==> src/rtl/acia_pkg.sv <==
// Shared constants and FSM state types for the 6551-style ACIA.
package acia_pkg;

  localparam logic [1:0] ADDR_DATA   = 2'd0;
  localparam logic [1:0] ADDR_STATUS = 2'd1;
  localparam logic [1:0] ADDR_CMD    = 2'd2;
  localparam logic [1:0] ADDR_CTRL   = 2'd3;

  localparam int unsigned ST_PARITY  = 0;
  localparam int unsigned ST_FRAMING = 1;
  localparam int unsigned ST_OVERRUN = 2;
  localparam int unsigned ST_RDRF    = 3;
  localparam int unsigned ST_TDRE    = 4;
  localparam int unsigned ST_DCD     = 5;
  localparam int unsigned ST_DSR     = 6;
  localparam int unsigned ST_IRQ     = 7;

  localparam logic [7:0] STATUS_RST = 8'h10;
  localparam logic [7:0] CMD_RST    = 8'h02;
  localparam logic [7:0] CTRL_RST   = 8'h00;

  typedef enum logic [1:0] {TxIdle, TxStart, TxData, TxStop} tx_state_e;
  typedef enum logic [1:0] {RxIdle, RxStart, RxData, RxStop} rx_state_e;

  // Clocks per 16x tick for a non-zero baud select.
  function automatic int unsigned tick_period(input int unsigned clk_div, input logic [3:0] sel);
    return clk_div * (32'd16 - 32'(sel));
  endfunction

endpackage

==> src/rtl/acia_if.sv <==
// CPU register bus plus serial pins of the ACIA.
interface acia_if;
  logic       cs;
  logic       we;
  logic [1:0] addr;
  logic [7:0] din;
  logic [7:0] dout;
  logic       irq_n;
  logic       txd;
  logic       rxd;

  modport master (output cs, we, addr, din, rxd, input dout, irq_n, txd);
  modport slave  (input cs, we, addr, din, rxd, output dout, irq_n, txd);
endinterface

==> src/rtl/acia_fifo.sv <==
// Synchronous FIFO; a push into a full FIFO is accepted only when a pop happens in the same cycle.
module acia_fifo #(
  parameter int unsigned DEPTH = 4,
  parameter int unsigned WIDTH = 8
) (
  input  logic             clk,
  input  logic             reset_n,
  input  logic             i_flush,
  input  logic             i_push,
  input  logic             i_pop,
  input  logic [WIDTH-1:0] i_wdata,
  output logic [WIDTH-1:0] o_rdata,
  output logic             o_full,
  output logic             o_empty
);
  localparam int unsigned AW = (DEPTH > 1) ? $clog2(DEPTH) : 1;
  localparam int unsigned CW = AW + 1;

  logic [WIDTH-1:0] r_mem [DEPTH];
  logic [AW-1:0]    r_wptr;
  logic [AW-1:0]    r_rptr;
  logic [CW-1:0]    r_count;
  logic             w_do_push;
  logic             w_do_pop;

  assign o_empty   = (r_count == '0);
  assign o_full    = (r_count == CW'(DEPTH));
  assign w_do_pop  = i_pop & ~o_empty & ~i_flush;
  assign w_do_push = i_push & (~o_full | w_do_pop) & ~i_flush;
  assign o_rdata   = r_mem[r_rptr];

  always_ff @(posedge clk) begin
    if (w_do_push) r_mem[r_wptr] <= i_wdata;
  end

  always_ff @(posedge clk or negedge reset_n) begin
    if (!reset_n) begin
      r_wptr  <= '0;
      r_rptr  <= '0;
      r_count <= '0;
    end else if (i_flush) begin
      r_wptr  <= '0;
      r_rptr  <= '0;
      r_count <= '0;
    end else begin
      if (w_do_push) r_wptr <= r_wptr + AW'(1);
      if (w_do_pop)  r_rptr <= r_rptr + AW'(1);
      if (w_do_push && !w_do_pop)      r_count <= r_count + CW'(1);
      else if (!w_do_push && w_do_pop) r_count <= r_count - CW'(1);
    end
  end

endmodule

==> src/rtl/acia_uart.sv <==
// 6551-style ACIA: 8N1 TX/RX, 16x baud generator, RX FIFO, status/IRQ and register interface.
// Optional ACIA_LOOPBACK_EN: command bit4 routes the TX stream into RX and holds txd high.
module acia_uart
  import acia_pkg::*;
#(
  parameter int unsigned CLK_DIV    = 7,
  parameter int unsigned FIFO_DEPTH = 4,
  parameter int unsigned DIV_W      = 12
) (
  input logic  clk,
  input logic  reset_n,
  acia_if.slave bus
);

  logic w_wr_data, w_wr_status, w_wr_cmd, w_wr_ctrl, w_rd, w_rd_data;

  assign w_wr_data   = bus.cs & bus.we & (bus.addr == ADDR_DATA);
  assign w_wr_status = bus.cs & bus.we & (bus.addr == ADDR_STATUS);
  assign w_wr_cmd    = bus.cs & bus.we & (bus.addr == ADDR_CMD);
  assign w_wr_ctrl   = bus.cs & bus.we & (bus.addr == ADDR_CTRL);
  assign w_rd        = bus.cs & ~bus.we;
  assign w_rd_data   = w_rd & (bus.addr == ADDR_DATA);

  logic [7:0] r_cmd;
  logic [7:0] r_ctrl;

  always_ff @(posedge clk or negedge reset_n) begin
    if (!reset_n) begin
      r_cmd  <= CMD_RST;
      r_ctrl <= CTRL_RST;
    end else begin
      if (w_wr_cmd)         r_cmd <= bus.din;
      else if (w_wr_status) r_cmd <= {r_cmd[7:5], CMD_RST[4:0]};
      if (w_wr_ctrl)        r_ctrl <= bus.din;
    end
  end

  // Baud generator; select 0 halts it and with it both serial FSMs.
  logic [3:0]       w_sel;
  logic             w_run;
  logic             w_tick;
  logic [DIV_W-1:0] w_period_m1;
  logic [DIV_W-1:0] r_div_cnt;

  assign w_sel       = r_ctrl[3:0];
  assign w_run       = (w_sel != 4'd0);
  assign w_period_m1 = DIV_W'(tick_period(CLK_DIV, w_sel) - 32'd1);
  assign w_tick      = w_run & (r_div_cnt == w_period_m1);

  always_ff @(posedge clk or negedge reset_n) begin
    if (!reset_n)       r_div_cnt <= '0;
    else if (w_wr_ctrl) r_div_cnt <= '0;
    else if (w_tick)    r_div_cnt <= '0;
    else if (w_run)     r_div_cnt <= r_div_cnt + DIV_W'(1);
  end

  // Transmitter
  tx_state_e  r_tx_state, w_tx_state_d;
  logic [3:0] r_tx_tick, w_tx_tick_d;
  logic [2:0] r_tx_bit, w_tx_bit_d;
  logic [7:0] r_tx_shift, w_tx_shift_d;
  logic       w_tx_load;
  logic       w_tx_serial;
  logic       r_tx_line;
  logic [7:0] r_thr;
  logic       r_tdre;

  always_comb begin
    w_tx_state_d = r_tx_state;
    w_tx_tick_d  = r_tx_tick;
    w_tx_bit_d   = r_tx_bit;
    w_tx_shift_d = r_tx_shift;
    w_tx_load    = 1'b0;
    if (w_tick) begin
      unique case (r_tx_state)
        TxIdle: begin
          if (!r_tdre) begin
            w_tx_load    = 1'b1;
            w_tx_state_d = TxStart;
            w_tx_tick_d  = 4'd0;
          end
        end
        TxStart: begin
          w_tx_tick_d = r_tx_tick + 4'd1;
          if (r_tx_tick == 4'd15) begin
            w_tx_state_d = TxData;
            w_tx_bit_d   = 3'd0;
          end
        end
        TxData: begin
          w_tx_tick_d = r_tx_tick + 4'd1;
          if (r_tx_tick == 4'd15) begin
            w_tx_shift_d = {1'b1, r_tx_shift[7:1]};
            if (r_tx_bit == 3'd7) w_tx_state_d = TxStop;
            else                  w_tx_bit_d   = r_tx_bit + 3'd1;
          end
        end
        TxStop: begin
          w_tx_tick_d = r_tx_tick + 4'd1;
          if (r_tx_tick == 4'd15) begin
            // Reload straight into a start bit so back-to-back frames have no gap.
            if (!r_tdre) begin
              w_tx_load    = 1'b1;
              w_tx_state_d = TxStart;
            end else begin
              w_tx_state_d = TxIdle;
            end
          end
        end
        default: w_tx_state_d = TxIdle;
      endcase
    end
    if (w_tx_load) w_tx_shift_d = r_thr;
    if (w_wr_status) begin
      w_tx_state_d = TxIdle;
      w_tx_tick_d  = 4'd0;
      w_tx_bit_d   = 3'd0;
      w_tx_load    = 1'b0;
    end
  end

  always_comb begin
    w_tx_serial = 1'b1;
    if (w_tx_state_d == TxStart)     w_tx_serial = 1'b0;
    else if (w_tx_state_d == TxData) w_tx_serial = w_tx_shift_d[0];
  end

  always_ff @(posedge clk or negedge reset_n) begin
    if (!reset_n) begin
      r_tx_state <= TxIdle;
      r_tx_tick  <= 4'd0;
      r_tx_bit   <= 3'd0;
      r_tx_shift <= 8'h00;
      r_tx_line  <= 1'b1;
    end else begin
      r_tx_state <= w_tx_state_d;
      r_tx_tick  <= w_tx_tick_d;
      r_tx_bit   <= w_tx_bit_d;
      r_tx_shift <= w_tx_shift_d;
      r_tx_line  <= w_tx_serial;
    end
  end

  always_ff @(posedge clk or negedge reset_n) begin
    if (!reset_n) begin
      r_thr  <= 8'h00;
      r_tdre <= 1'b1;
    end else if (w_wr_status) begin
      r_tdre <= 1'b1;
    end else begin
      if (w_tx_load) r_tdre <= 1'b1;
      if (w_wr_data && r_tdre) begin
        r_thr  <= bus.din;
        r_tdre <= 1'b0;
      end
    end
  end

  // Receiver
  logic w_rx_in;

`ifdef ACIA_LOOPBACK_EN
  assign w_rx_in = r_cmd[4] ? r_tx_line : bus.rxd;
  assign bus.txd = r_cmd[4] ? 1'b1 : r_tx_line;
`else
  assign w_rx_in = bus.rxd;
  assign bus.txd = r_tx_line;
`endif

  logic       r_rx_s1, r_rx_s2, r_rx_prev;
  rx_state_e  r_rx_state, w_rx_state_d;
  logic [3:0] r_rx_tick, w_rx_tick_d;
  logic [2:0] r_rx_bit, w_rx_bit_d;
  logic [7:0] r_rx_shift, w_rx_shift_d;
  logic       w_rx_push;
  logic       w_rx_ferr;

  always_comb begin
    w_rx_state_d = r_rx_state;
    w_rx_tick_d  = r_rx_tick;
    w_rx_bit_d   = r_rx_bit;
    w_rx_shift_d = r_rx_shift;
    w_rx_push    = 1'b0;
    w_rx_ferr    = 1'b0;
    unique case (r_rx_state)
      RxIdle: begin
        if (w_run && r_rx_prev && !r_rx_s2) begin
          w_rx_state_d = RxStart;
          w_rx_tick_d  = 4'd0;
        end
      end
      RxStart: begin
        if (w_tick) begin
          w_rx_tick_d = r_rx_tick + 4'd1;
          if (r_rx_tick == 4'd7) begin
            if (r_rx_s2) begin
              w_rx_state_d = RxIdle;
            end else begin
              w_rx_state_d = RxData;
              w_rx_tick_d  = 4'd0;
              w_rx_bit_d   = 3'd0;
            end
          end
        end
      end
      RxData: begin
        if (w_tick) begin
          w_rx_tick_d = r_rx_tick + 4'd1;
          if (r_rx_tick == 4'd15) begin
            w_rx_shift_d = {r_rx_s2, r_rx_shift[7:1]};
            if (r_rx_bit == 3'd7) w_rx_state_d = RxStop;
            else                  w_rx_bit_d   = r_rx_bit + 3'd1;
          end
        end
      end
      RxStop: begin
        if (w_tick) begin
          w_rx_tick_d = r_rx_tick + 4'd1;
          if (r_rx_tick == 4'd15) begin
            w_rx_push    = 1'b1;
            w_rx_ferr    = ~r_rx_s2;
            w_rx_state_d = RxIdle;
          end
        end
      end
      default: w_rx_state_d = RxIdle;
    endcase
    if (w_wr_status) begin
      w_rx_state_d = RxIdle;
      w_rx_push    = 1'b0;
      w_rx_ferr    = 1'b0;
    end
  end

  always_ff @(posedge clk or negedge reset_n) begin
    if (!reset_n) begin
      r_rx_s1    <= 1'b1;
      r_rx_s2    <= 1'b1;
      r_rx_prev  <= 1'b1;
      r_rx_state <= RxIdle;
      r_rx_tick  <= 4'd0;
      r_rx_bit   <= 3'd0;
      r_rx_shift <= 8'h00;
    end else begin
      r_rx_s1    <= w_rx_in;
      r_rx_s2    <= r_rx_s1;
      r_rx_prev  <= r_rx_s2;
      r_rx_state <= w_rx_state_d;
      r_rx_tick  <= w_rx_tick_d;
      r_rx_bit   <= w_rx_bit_d;
      r_rx_shift <= w_rx_shift_d;
    end
  end

  logic [7:0] w_fifo_rdata;
  logic       w_fifo_full;
  logic       w_fifo_empty;

  acia_fifo #(
    .DEPTH (FIFO_DEPTH),
    .WIDTH (8)
  ) u_rx_fifo (
    .clk     (clk),
    .reset_n (reset_n),
    .i_flush (w_wr_status),
    .i_push  (w_rx_push),
    .i_pop   (w_rd_data),
    .i_wdata (w_rx_shift_d),
    .o_rdata (w_fifo_rdata),
    .o_full  (w_fifo_full),
    .o_empty (w_fifo_empty)
  );

  // Status, errors, read data and IRQ
  logic       r_overrun;
  logic       r_framing;
  logic       r_irq_n;
  logic [7:0] r_dout;
  logic [7:0] w_status;
  logic       w_overrun_set;

  assign w_overrun_set = w_rx_push & w_fifo_full & ~w_rd_data;
  assign w_status = {~r_irq_n, 1'b0, 1'b0, r_tdre, ~w_fifo_empty, r_overrun, r_framing, 1'b0};

  always_ff @(posedge clk or negedge reset_n) begin
    if (!reset_n) begin
      r_overrun <= 1'b0;
      r_framing <= 1'b0;
    end else if (w_wr_status) begin
      r_overrun <= 1'b0;
      r_framing <= 1'b0;
    end else begin
      if (w_rd_data) begin
        r_overrun <= 1'b0;
        r_framing <= 1'b0;
      end
      if (w_overrun_set)         r_overrun <= 1'b1;
      if (w_rx_push & w_rx_ferr) r_framing <= 1'b1;
    end
  end

  always_ff @(posedge clk or negedge reset_n) begin
    if (!reset_n) begin
      r_dout  <= 8'h00;
      r_irq_n <= 1'b1;
    end else begin
      r_irq_n <= ~((~w_fifo_empty & ~r_cmd[1]) | (r_tdre & (r_cmd[3:2] == 2'b01)));
      if (w_rd) begin
        unique case (bus.addr)
          ADDR_DATA:   r_dout <= w_fifo_empty ? 8'h00 : w_fifo_rdata;
          ADDR_STATUS: r_dout <= w_status;
          ADDR_CMD:    r_dout <= r_cmd;
          ADDR_CTRL:   r_dout <= r_ctrl;
          default:     r_dout <= 8'h00;
        endcase
      end
    end
  end

  assign bus.dout  = r_dout;
  assign bus.irq_n = r_irq_n;

endmodule

==> src/flat_wrapper.sv <==
// flat-port wrapper written by rule: the top's interface ports become plain ports
module acia_uart_flat import acia_pkg::*;
#(
  parameter int unsigned CLK_DIV    = 7,
  parameter int unsigned FIFO_DEPTH = 4,
  parameter int unsigned DIV_W      = 12
)
  (clk, reset_n, bus_cs, bus_we, bus_addr, bus_din, bus_rxd, bus_dout, bus_irq_n, bus_txd);
  acia_if bus_i ();
  input logic clk;
  input logic reset_n;
  input wire logic [$bits(bus_i.cs)-1:0] bus_cs;
  input wire logic [$bits(bus_i.we)-1:0] bus_we;
  input wire logic [$bits(bus_i.addr)-1:0] bus_addr;
  input wire logic [$bits(bus_i.din)-1:0] bus_din;
  input wire logic [$bits(bus_i.rxd)-1:0] bus_rxd;
  output wire logic [$bits(bus_i.dout)-1:0] bus_dout;
  output wire logic [$bits(bus_i.irq_n)-1:0] bus_irq_n;
  output wire logic [$bits(bus_i.txd)-1:0] bus_txd;
  assign bus_i.cs = bus_cs;
  assign bus_i.we = bus_we;
  assign bus_i.addr = bus_addr;
  assign bus_i.din = bus_din;
  assign bus_i.rxd = bus_rxd;
  assign bus_dout = bus_i.dout;
  assign bus_irq_n = bus_i.irq_n;
  assign bus_txd = bus_i.txd;
  acia_uart #(.CLK_DIV(CLK_DIV), .FIFO_DEPTH(FIFO_DEPTH), .DIV_W(DIV_W)) u_core (.clk(clk), .reset_n(reset_n), .bus(bus_i));
endmodule
==> config.mk <==
export PLATFORM = sky130hd
export DESIGN_NAME = acia_uart_flat
export DESIGN_NICKNAME = d
export VERILOG_FILES = /design/src/rtl/acia_pkg.sv /design/src/rtl/acia_if.sv /design/src/rtl/acia_fifo.sv /design/src/rtl/acia_uart.sv /design/src/flat_wrapper.sv
export SDC_FILE = /design/constraint.sdc
export NUM_CORES = 1
export LEC_CHECK = 0
export ABC_AREA = 0
export CAP_MARGIN = 10
export CORE_ASPECT_RATIO = 1.5
export CORE_MARGIN = 4
export CORE_UTILIZATION = 45
export CTS_CLUSTER_DIAMETER = 60
export DETAILED_ROUTE_END_ITERATION = 8
export PLACE_DENSITY = 0.62
export SYNTH_ARGS = -nofsm -noshare
export SYNTH_HDL_FRONTEND = slang
export SYNTH_SLANG_ARGS = --single-unit
==> constraint.sdc <==
create_clock -name clk -period 6.1 [get_ports clk]
set_clock_uncertainty 0.05 [all_clocks]
set_input_delay 1.22 -clock clk [delete_from_list [all_inputs] [get_ports clk]]
set_output_delay 1.22 -clock clk [all_outputs]
set_load 0.02 [all_outputs]
### Word level (Yosys, flattened, before mapping)

Memories as Yosys holds them, arrays and structs flattened.
Index checks and enable logic that the tools add are counted.

| operators by class | value |
|---|---|
| reduce and logical (&&, ||, !) cells | 36 |
| eq/ne operators | 39 |
| $add $sub $neg | 11 |
| magnitude comparators | 0 |
| $mul | 1 |
| muxes and demuxes | 89 |
| bitwise gates (word level) | 28 |
| divide/modulo/power cells | 0 |
| shift operators | 0 |

Operator list:

| operator | number |
|---|---|
| $mux W8 | 9 |
| $mux W2 | 21 |
| $mux W3 | 14 |
| $mux W12 | 3 |
| $mul A3 B32 Y12 const A | 1 |
| $mux W4 | 8 |
| $pmux W8 S4 | 1 |
| $ne A3 B2 Y1 const B | 10 |
| $mux W1 | 25 |
| $reduce_bool A3 Y1 | 6 |
| $and A1 B1 Y1 | 17 |
| $pmux W2 S4 | 2 |
| $reduce_bool A2 Y1 | 8 |
| $eq A2 B2 Y1 const B | 7 |
| $add A12 B1 Y12 const B | 1 |
| $eq A12 B12 Y1 | 1 |
| $ne A2 B1 Y1 const B | 6 |
| $pmux W3 S2 | 2 |
| $pmux W4 S3 | 1 |
| $sub A12 B1 Y12 const B | 1 |
| $eq A2 B1 Y1 const B | 5 |
| $add A3 B1 Y3 const B | 3 |
| $eq A3 B3 Y1 const B | 3 |
| $not A1 Y1 | 9 |
| 24 further kinds | 40 |

| word-level totals | value |
|---|---|
| RAM bits | 32 |
| register bits | 93 |
| latch bits | 0 |
| output and inout bits | 10 |
| memory bits (read-only) | 0 |
| input port bits | 15 |
| memories | 1 |

Memory list:

| memory | depth | bits a word | read ports | clocked after Yosys merged registers in | write ports | line | text |
|---|---|---|---|---|---|---|---|
| u_core.u_rx_fifo.r_mem | 4 | 8 | 1 | 0 | 1 | acia_fifo.sv:19 | `logic [WIDTH-1:0] r_mem [DEPTH];` |

### Longest topological paths before layout

Gate-level depths: netlist (run 1).

| logic depth | value |
|---|---|
| depth in word-level cells | 15 |
| mapped depth | 20 |
| gate-level depth less buffers | 19 |

### By module

From an unflattened synthesis (run 1), not the netlist that was laid out.

| second synthesis, totals | value |
|---|---|
| cells, all modules | 615 |
| area, all modules | 6766.5 um^2 |

By module, submodules not included:

| module | area an instance (um^2) | times used | cells an instance |
|---|---|---|---|
| acia_uart | 5061.1 | 1 | 511 |
| acia_fifo | 1705.4 | 1 | 104 |

### Least setup slack after synthesis (run 1)

No wires, ideal clock.

| path | value |
|---|---|
| kind | reg-to-reg |
| start | register u_core.r_ctrl[0] |
| end | register u_core.u_rx_fifo.r_count[1] |
| path slack | 1445 ps |
| arrival | 4525 ps |
| data required time | 5971 ps |
| stages on the path, launching flop included | 17 |
| clock period less this slack | 4655 ps |
| cell sequence | dfrtp_1 inv_1 ha_1 xnor3_2 fa_1 inv_1 ha_1 nor3_1 nor3_1 a211o_1 a221oi_2 clkbuf_1 nand4_1 nor2_1 fa_1 nand2b_1 mux2i_1 |

| on the way | value |
|---|---|
| cells in the longest elaborated chain, start to end | 13 |
| elaborated cells on any way between the ends | 17 |
| classes of those cells | add/sub (2); mul (1); eq/ne (1); mux (5); bitwise (3); reduce/logical (5) |

RTL lines:

| item | line | text |
|---|---|---|
| start, declared | acia_uart.sv:25 | `logic [7:0] r_ctrl;` |
| start signal, assigned | acia_uart.sv:34 | `if (w_wr_ctrl) r_ctrl <= bus.din;` |
| $sub A5 B4 Y6 | acia_pkg.sv:27 | `return clk_div * (32'd16 - 32'(sel));` |
| $mul A3 B32 Y12 | acia_pkg.sv:27 |  |
| $sub A12 B1 Y12 | acia_uart.sv:47 | `assign w_period_m1 = DIV_W'(tick_period(CLK_DIV, w_sel) - 32'd1);` |
| $eq A12 B12 Y1 | acia_uart.sv:48 | `assign w_tick = w_run & (r_div_cnt == w_period_m1);` |
| $and A1 B1 Y1 * | acia_uart.sv:48 |  |
| $mux W1 * | acia_uart.sv:217 | `if (w_tick) begin` |
| $mux W1 * | acia_uart.sv:185 | `unique case (r_rx_state)` |
| $mux W1 * | acia_uart.sv:228 | `if (w_wr_status) begin` |
| $and A1 B1 Y1 * (2 in a row) | acia_fifo.sv:29 | `assign w_do_push = i_push & (~o_full \| w_do_pop) & ~i_flush;` |
| $logic_and A1 B1 Y1 or $logic_not A1 Y1 (tied branches) | acia_fifo.sv:48, acia_fifo.sv:49 |  |
| $mux W3 or $logic_and A1 B1 Y1 (tied branches) | acia_fifo.sv:48, acia_fifo.sv:49 |  |
| $mux W3 or $reduce_bool A3 Y1 (tied branches) | -- |  |
| end signal, assigned | acia_fifo.sv:48 | `if (w_do_push && !w_do_pop) r_count <= r_count + CW'(1);` |
| end signal, assigned | acia_fifo.sv:49 | `else if (!w_do_push && w_do_pop) r_count <= r_count - CW'(1);` |
| end, declared | acia_fifo.sv:22 | `logic [CW-1:0] r_count;` |

Every way passes the cells marked *; elsewhere a longest branch is shown, timed or not.
A chain may end at the register's enable or synchronous reset.

### Worst setup path after layout (run 1)

| path | value |
|---|---|
| start | register u_core.r_ctrl[0] |
| end | memory u_core.u_rx_fifo.r_mem[1][2] (data pin) |

| on the way | value |
|---|---|
| cells in the longest elaborated chain, start to end | 7 |
| elaborated cells on any way between the ends | 8 |
| classes of those cells | add/sub (2); mul (1); eq/ne (1); mux (2); bitwise (1); reduce/logical (1) |

RTL lines:

| item | line | text |
|---|---|---|
| $sub A5 B4 Y6 | acia_pkg.sv:27 |  |
| $mul A3 B32 Y12 | acia_pkg.sv:27 |  |
| $sub A12 B1 Y12 | acia_uart.sv:47 |  |
| $eq A12 B12 Y1 | acia_uart.sv:48 |  |
| $and A1 B1 Y1 * | acia_uart.sv:48 |  |
| $mux W8 * | acia_uart.sv:207 | `if (w_tick) begin` |
| $mux W8 * | acia_uart.sv:185 |  |
| named net u_core.u_rx_fifo.i_wdata[2] | acia_fifo.sv:11 | `input logic [WIDTH-1:0] i_wdata,` |
| end, declared | acia_fifo.sv:19 |  |

The timed path passes the listed nets; every way through them passes the cells marked *.

==> impl_metrics.toml, run 1 <==
[synth]
synth-edff-count = 32
synth_ff_type = "dfrtp_1"
ys_seq_elements = 125
synth_warnings = 0
syn_area_um2 = 6710
postSynthCellCount = 599
synthesis.nets = 651
syn_avg_cell_area_um2 = 11.2
ys_seq_area_share_pct = 49.1
ys_types = 69
synthArstFlopShare_pct = 74.4

[setup_path]
crit_top_cell = "ha_1"
cpPeakStageDelay_ns = 0.55
crit_chain = "inv_1, ha_1, nand3b_1, clkinv_1, fa_1, ha_1, o21ai_0, nor2_1, and3_1, nor4_1, o2111a_2, and2_1, nand3_4, mux2_2"
arrival_ns = 5.46
critPathKind = "flop to flop"
critPathBufInv = 2
start_kind = "flop"
cpLargestDelayFamily = "simple AND/OR/NAND/NOR gates"
crit_path_end_kind = "flop"
required_ns = 6.21
cp_slowest_cell = "fa_1"
cp_max_fo = 15

[final_layout]
final_cell_area_um2 = 7680
fin_cells = 831
nets = 674
syn_to_final_growth_pct = 14.5
final_common_cell = "dfrtp_1"
final_cell_mix = "dfrtp_1, nand2_1, nor2_1, ha_1, edfxtp_1"
antenna_cells = 0
drive_above_1_share_pct = 15.0

[power_and_ir_drop]
p_switching_mw = 1.33
power_frac_clock_pct = 27.5
vdd_ir_drop_max_mv = 0.210
p_leak_nw = 3.29
swShare_pct = 38.1
power.density_nw_per_um2 = 455
pwr-share-comb_pct = 39.8
totalPowerFinal_mw = 3.49
seq_power_share_pct = 32.7
p_int_mw = 2.16

[global_route]
overflow = 0
grt_pass1_wl_mm = 26.0
grt_usage_pct = 20.1
antenna_found_initial = 0
grt_pass1_vias = 4977
grt_max_degree = 61

[die]
die-area_um2 = 17000
fp.dieH_um = 158
start_util_pct = 46.0
rows = 54
num_io_pins = 25
core_um2 = 14600
die_x_um = 108

[clock_tree]
clock-sinks = 125
clockRootBuffer = "clkbuf_16"
clock_path_buffers = 2
post_cts_buffers = 0
insertion_delay_ns = 0.42
htree_levels = 4
cts_tree = "yes"
postCtsHoldBufs = 0
cts_resized = 0
clk_pin_slew_ns = 0.06
cts_buffers = 17

[placed_design]
dp_cells = 799
pre_cts_ws_ns = 0.808
placed_area_um2 = 7120
gp_congestion = 0.916
port_buffers = 24
dp_hpwl_mm = 11.7

[timing]
setup_ws_ns = 0.749
tightest_slew_ns = 1.12
drv_slew = 0
slew_headroom_pct = 25.2
setup_viol = 0
max_freq_mhz = 187
fin_tns_setup_ns = 0
finalCritPeriodShare_pct = 87.7
min_period_ns = 5.35
hold_viol = 0
rsz0062_at_grt = "no"

[min_path]
min_path_type = "flop to flop"

[routing]
drt-total-wl_mm = 15.9
drt-met1-wl_mm = 6.14
wl_met2_mm = 8.85
vias = 4812
ant_nets = 0
dr_wl_met3_um = 396
drt-initial-drc-count = 204
drc = 0
drt-vias-per-instance = 5.79
top_layer = "met4"
routedWlPerCell_um = 19.1
dr.pass1.iters = 6

[run_status]
status = "finished clean"

[job]
drv_cap = 0
## final timing paths
kind                             startpoint                            to  slack [ns]  cells past startpoint
setup reg to reg           u_core.r_ctrl[0]  u_core.u_rx_fifo.r_mem[1][2]        0.75                     14
max in group asynchronous           reset_n          u_core.r_rx_shift[3]        4.14                      2
hold reg to reg              u_core.r_rx_s1                u_core.r_rx_s2        0.31                      0
min in group asynchronous           reset_n          u_core.r_rx_state[1]        0.70                      1
setup / recovery           u_core.r_ctrl[0]  u_core.u_rx_fifo.r_mem[1][2]        0.75                     14
hold / removal               u_core.r_rx_s1                u_core.r_rx_s2        0.31                      0
## registers in the layout, summed over array words and instances (netlist names), 3 cells and up
signal,cells
u_core.bus.dout,8
u_core.r_cmd,8
u_core.r_ctrl,8
u_core.r_div_cnt,12
u_core.r_rx_bit,3
u_core.r_rx_shift,8
u_core.r_rx_tick,4
u_core.r_thr,8
u_core.r_tx_bit,3
u_core.r_tx_shift,8
u_core.r_tx_tick,4
u_core.u_rx_fifo.r_count,3
u_core.u_rx_fifo.r_mem,32
## worst reg2reg max path: stages (launching register included)
cell      delay [ns]
dfrtp_1         0.42
inv_1           0.11
ha_1            0.30
nand3b_1        0.30
clkinv_1        0.32
fa_1            0.55
ha_1            0.38
o21ai_0         0.30
nor2_1          0.11
and3_1          0.19
nor4_1          0.47
o2111a_2        0.49
and2_1          0.47
nand3_4         0.24
mux2_2          0.38
## metal layers
metal  GRT usage, %  up-vias
met1           21.4     2439
met2           37.4       86
met5              0        -
met4           9.87        0
met3           4.06       30
li1               -     2257
## power by group through the flow
stage               Combinational (mW)  Clock, mW  Sequential [mW]
finish                            1.39      0.962             1.14
global route                      1.54       1.02             1.17
detailed placement                1.39          0             1.16
global placement                  1.36          0             1.15
floorplan                         1.05          0             1.11
CTS                               1.40      0.980             1.15
## cell families (layout without fill, tap and decap cells)
logic type	count (synthesis)	after routing	synth area share [%]
adder cells (fa/ha/maj)	37	37	7.35
buffers and inverters	55	91	3.24
AND/OR/NAND/NOR	171	171	13.1
XOR/XNOR	23	23	3.23
AO/OA/AOI/OAI	132	132	13.5
flip-flops	125	125	49.1
multiplexers	56	56	10.4
## through the flow
| step | hold slack (ns) | utilization (%) |
|---|---|---|
| after CTS | 0.308 | 52.6 |
| final | 0.306 | 52.6 |
| after detailed placement | 0.299 | 48.8 |
| after floorplan | 0.295 | - |
| after global placement | 0.297 | 48.8 |
| after global routing | 0.316 | 52.6 |
## area by class of cell
cell class / count / area (µm²)
Multi-Input combinational cell: 419 / 3190
Inverter: 31 / 116
Clock buffer: 18 / 429
Timing Repair Buffer: 28 / 268
Clock inverter: 14 / 134
Sequential cell: 125 / 3300
Fill cell: 1355 / 6910
Tap cell: 196 / 245
## synthesized netlist by cell type, types with 4 or more instances
library cell  instances  area [µm²]
o21ai_0              26         130
fa_1                  4        80.1
nand2b_1              7        43.8
clkbuf_1             17        63.8
mux2_2               31         349
xor2_1                9        78.8
nand4b_1              5        43.8
nand3_1              16        80.1
a31oi_1               7        43.8
a211oi_1              5        37.5
a22o_1               12         105
or4_1                 4        30.0
nand2_1              47         176
a2bb2oi_1             6        52.6
mux2i_1              17         170
nor3_1                9        45.0
mux4_2                8         180
and2_1                5        31.3
and3_1               15        93.8
o22ai_1               9        56.3
nor2_1               38         143
dfrtp_1              86        2150
dfstp_2               7         184
a21oi_1              28         140
inv_1                29         109
nand3b_1              4        30.0
o31ai_1               6        45.0
xnor2_1              13         114
a221oi_1              5        43.8
edfxtp_1             32         961
ha_1                 33         413
nand4_1               5        31.3
Note: power is estimated with default switching activity, not from simulation.
==> inputs of run 2 (changes only) <==
--- a/config.mk
+++ b/config.mk
@@ -6,6 +6,7 @@
 export NUM_CORES = 1
 export LEC_CHECK = 0
 export ABC_AREA = 0
+export ABC_CLOCK_PERIOD_IN_PS = 5950
 export CAP_MARGIN = 10
 export CORE_ASPECT_RATIO = 1.5
 export CORE_MARGIN = 4
==> constraint.sdc (replaced) <==
create_clock -name clk -period 5.95 [get_ports clk]
set_clock_uncertainty 0.05 [all_clocks]
set_input_delay 1.19 -clock clk [delete_from_list [all_inputs] [get_ports clk]]
set_output_delay 1.19 -clock clk [all_outputs]
set_load 0.02 [all_outputs]
==> impl_metrics.toml, run 2 (synthesis results as in run 1) <==
[power_and_ir_drop]
p_switching_mw = 1.39
vdd_ir_drop_max_mv = 0.350
p_leak_nw = 3.31
swShare_pct = 38.6
power.density_nw_per_um2 = 468
power_frac_clock_pct = 28.1
p_int_mw = 2.21
pwr-share-comb_pct = 39.5
seq_power_share_pct = 32.4

[clock_tree]
clock-sinks = 125
cts_buffers = 17
clock_path_buffers = 2
clockRootBuffer = "clkbuf_16"
postCtsHoldBufs = 0
insertion_delay_ns = 0.42
post_cts_buffers = 0
cts_resized = 0
clk_pin_slew_ns = 0.06
cts_tree = "yes"
htree_levels = 4

[routing]
drc = 0
drt-vias-per-instance = 5.70
ant_nets = 0
routedWlPerCell_um = 18.8
dr.pass1.iters = 5
drt-total-wl_mm = 15.7
drt-initial-drc-count = 228
vias = 4744

[setup_path]
r2r-end = "u_core.u_rx_fifo.r_mem[1][3]"
cp_max_fo = 15
start_kind = "flop"
r2r-start = "u_core.r_ctrl[0]"
r2r_cells = 14
required_ns = 6.06
r2r_setup_slack_ns = 0.63
crit_path_end_kind = "flop"
critPathKind = "flop to flop"
worstSetupStartpoint = "u_core.r_ctrl[0]"
arrival_ns = 5.42

[min_path]
min_path_type = "flop to flop"
hold_path_startpoint = "u_core.r_rx_s1"
whs_endpoint = "u_core.r_rx_s2"
hold_depth = 0

[final_layout]
nets = 675
antenna_cells = 0
final_cell_area_um2 = 7710
final_common_cell = "dfrtp_1"
reg.largest.list = "u_core.u_rx_fifo.r_mem x32, u_core.r_div_cnt x12"
final_cell_mix = "dfrtp_1, nand2_1, nor2_1, ha_1, edfxtp_1"
drive_above_1_share_pct = 15.3
largest_reg_flops = 32
syn_to_final_growth_pct = 15.0
regMostFlops = "u_core.u_rx_fifo.r_mem"

[timing]
tightest_slew_ns = 1.02
slew_headroom_pct = 31.9
max_freq_mhz = 188
min_period_ns = 5.32
setup_viol = 0
finalCritPeriodShare_pct = 89.3
hold_viol = 0
fin_tns_setup_ns = 0
rsz0062_at_grt = "no"
drv_slew = 0

[die]
start_util_pct = 46.0
core_um2 = 14600
rows = 54
num_io_pins = 25
fp.dieH_um = 158
die-area_um2 = 17000
die_x_um = 108

[global_route]
overflow = 0
antenna_found_initial = 0
grt_pass1_wl_mm = 25.4
grt_pass1_vias = 4955
grt_usage_pct = 19.7
grt_max_degree = 61

[job]
drv_cap = 0

[placed_design]
gp_congestion = 0.913
placed_area_um2 = 7130
dp_hpwl_mm = 11.8
port_buffers = 24

[run_status]
status = "finished clean"
-- run 2: through the flow --
stage	utilization [%]	cells	hold slack, ns	power (mW)	worst slack, ns
3_3_place_gp	48.8	800	0.297	2.58	0.792
2_1_floorplan	-	599	0.295	2.22	1.30
5_1_grt	52.8	832	0.318	3.86	0.182
3_5_place_dp	48.8	800	0.300	2.60	0.679
6_report	52.8	832	0.308	3.61	0.635
4_1_cts	52.8	832	0.309	3.63	0.650
-- run 2: how the worst max path moves through the flow --
stage	depth (start not counted)	end	slack, ns
2_1_floorplan	16	u_core.u_rx_fifo.r_count[1]	1.30
3_3_place_gp	14	u_core.u_rx_fifo.r_mem[2][5]	0.79
3_5_place_dp	14	u_core.u_rx_fifo.r_mem[0][7]	0.68
4_1_cts	14	u_core.u_rx_fifo.r_mem[0][7]	0.65
5_1_grt	14	u_core.u_rx_fifo.r_mem[1][3]	0.18
6_report	14	u_core.u_rx_fifo.r_mem[1][3]	0.63
-- run 2: metal layers --
metal	vias up	wire length, µm	track usage, %	share of wire (%)
li1	2261	-	-	-
met1	2363	5990	20.8	38
met2	73	8770	37.0	56
met3	47	314	3.90	2.0
met4	0	575	9.09	3.7
met5	-	0	0	0
-- run 2: area by class of cell --
class / count / area [µm²]
clock inverter: 14 / 134
clock buffer: 18 / 450
fill: 1348 / 6880
timing repair buffer: 29 / 275
inverter: 31 / 116
sequential: 125 / 3300
multi-input combinational: 419 / 3190
tap: 196 / 245
-- run 2: power by group through the flow --
stage | Clock, mW | Combinational [mW] | Sequential, mW
floorplan | 0 | 1.08 | 1.13
global placement | 0 | 1.40 | 1.18
detailed placement | 0 | 1.42 | 1.19
CTS | 1.03 | 1.42 | 1.17
global route | 1.08 | 1.59 | 1.19
finish | 1.01 | 1.42 | 1.17
-- run 2: worst max-delay path: stages, from the launching register on --
cell and delay (ns):
dfrtp_1 0.43, inv_1 0.12, ha_1 0.29, nand3b_1 0.29
clkinv_1 0.31, fa_1 0.49, ha_1 0.36, a21oi_1 0.21
o211ai_1 0.20, or4_1 0.58, a22oi_2 0.22, o2111a_2 0.42
and2_1 0.45, nand3_4 0.23, mux2_2 0.38
==> inputs of run 3 (changes only) <==
--- a/config.mk
+++ b/config.mk
@@ -5,7 +5,6 @@
 export SDC_FILE = /design/constraint.sdc
 export NUM_CORES = 1
 export LEC_CHECK = 0
-export ABC_AREA = 0
 export ABC_CLOCK_PERIOD_IN_PS = 5950
 export CAP_MARGIN = 10
 export CORE_ASPECT_RATIO = 1.5
@@ -17,3 +16,4 @@
 export SYNTH_ARGS = -nofsm -noshare
 export SYNTH_HDL_FRONTEND = slang
 export SYNTH_SLANG_ARGS = --single-unit
+export TNS_END_PERCENT = 5
==> results of run 3 <==
No change in the layout: final DEF, timing and power equal those of run 2.
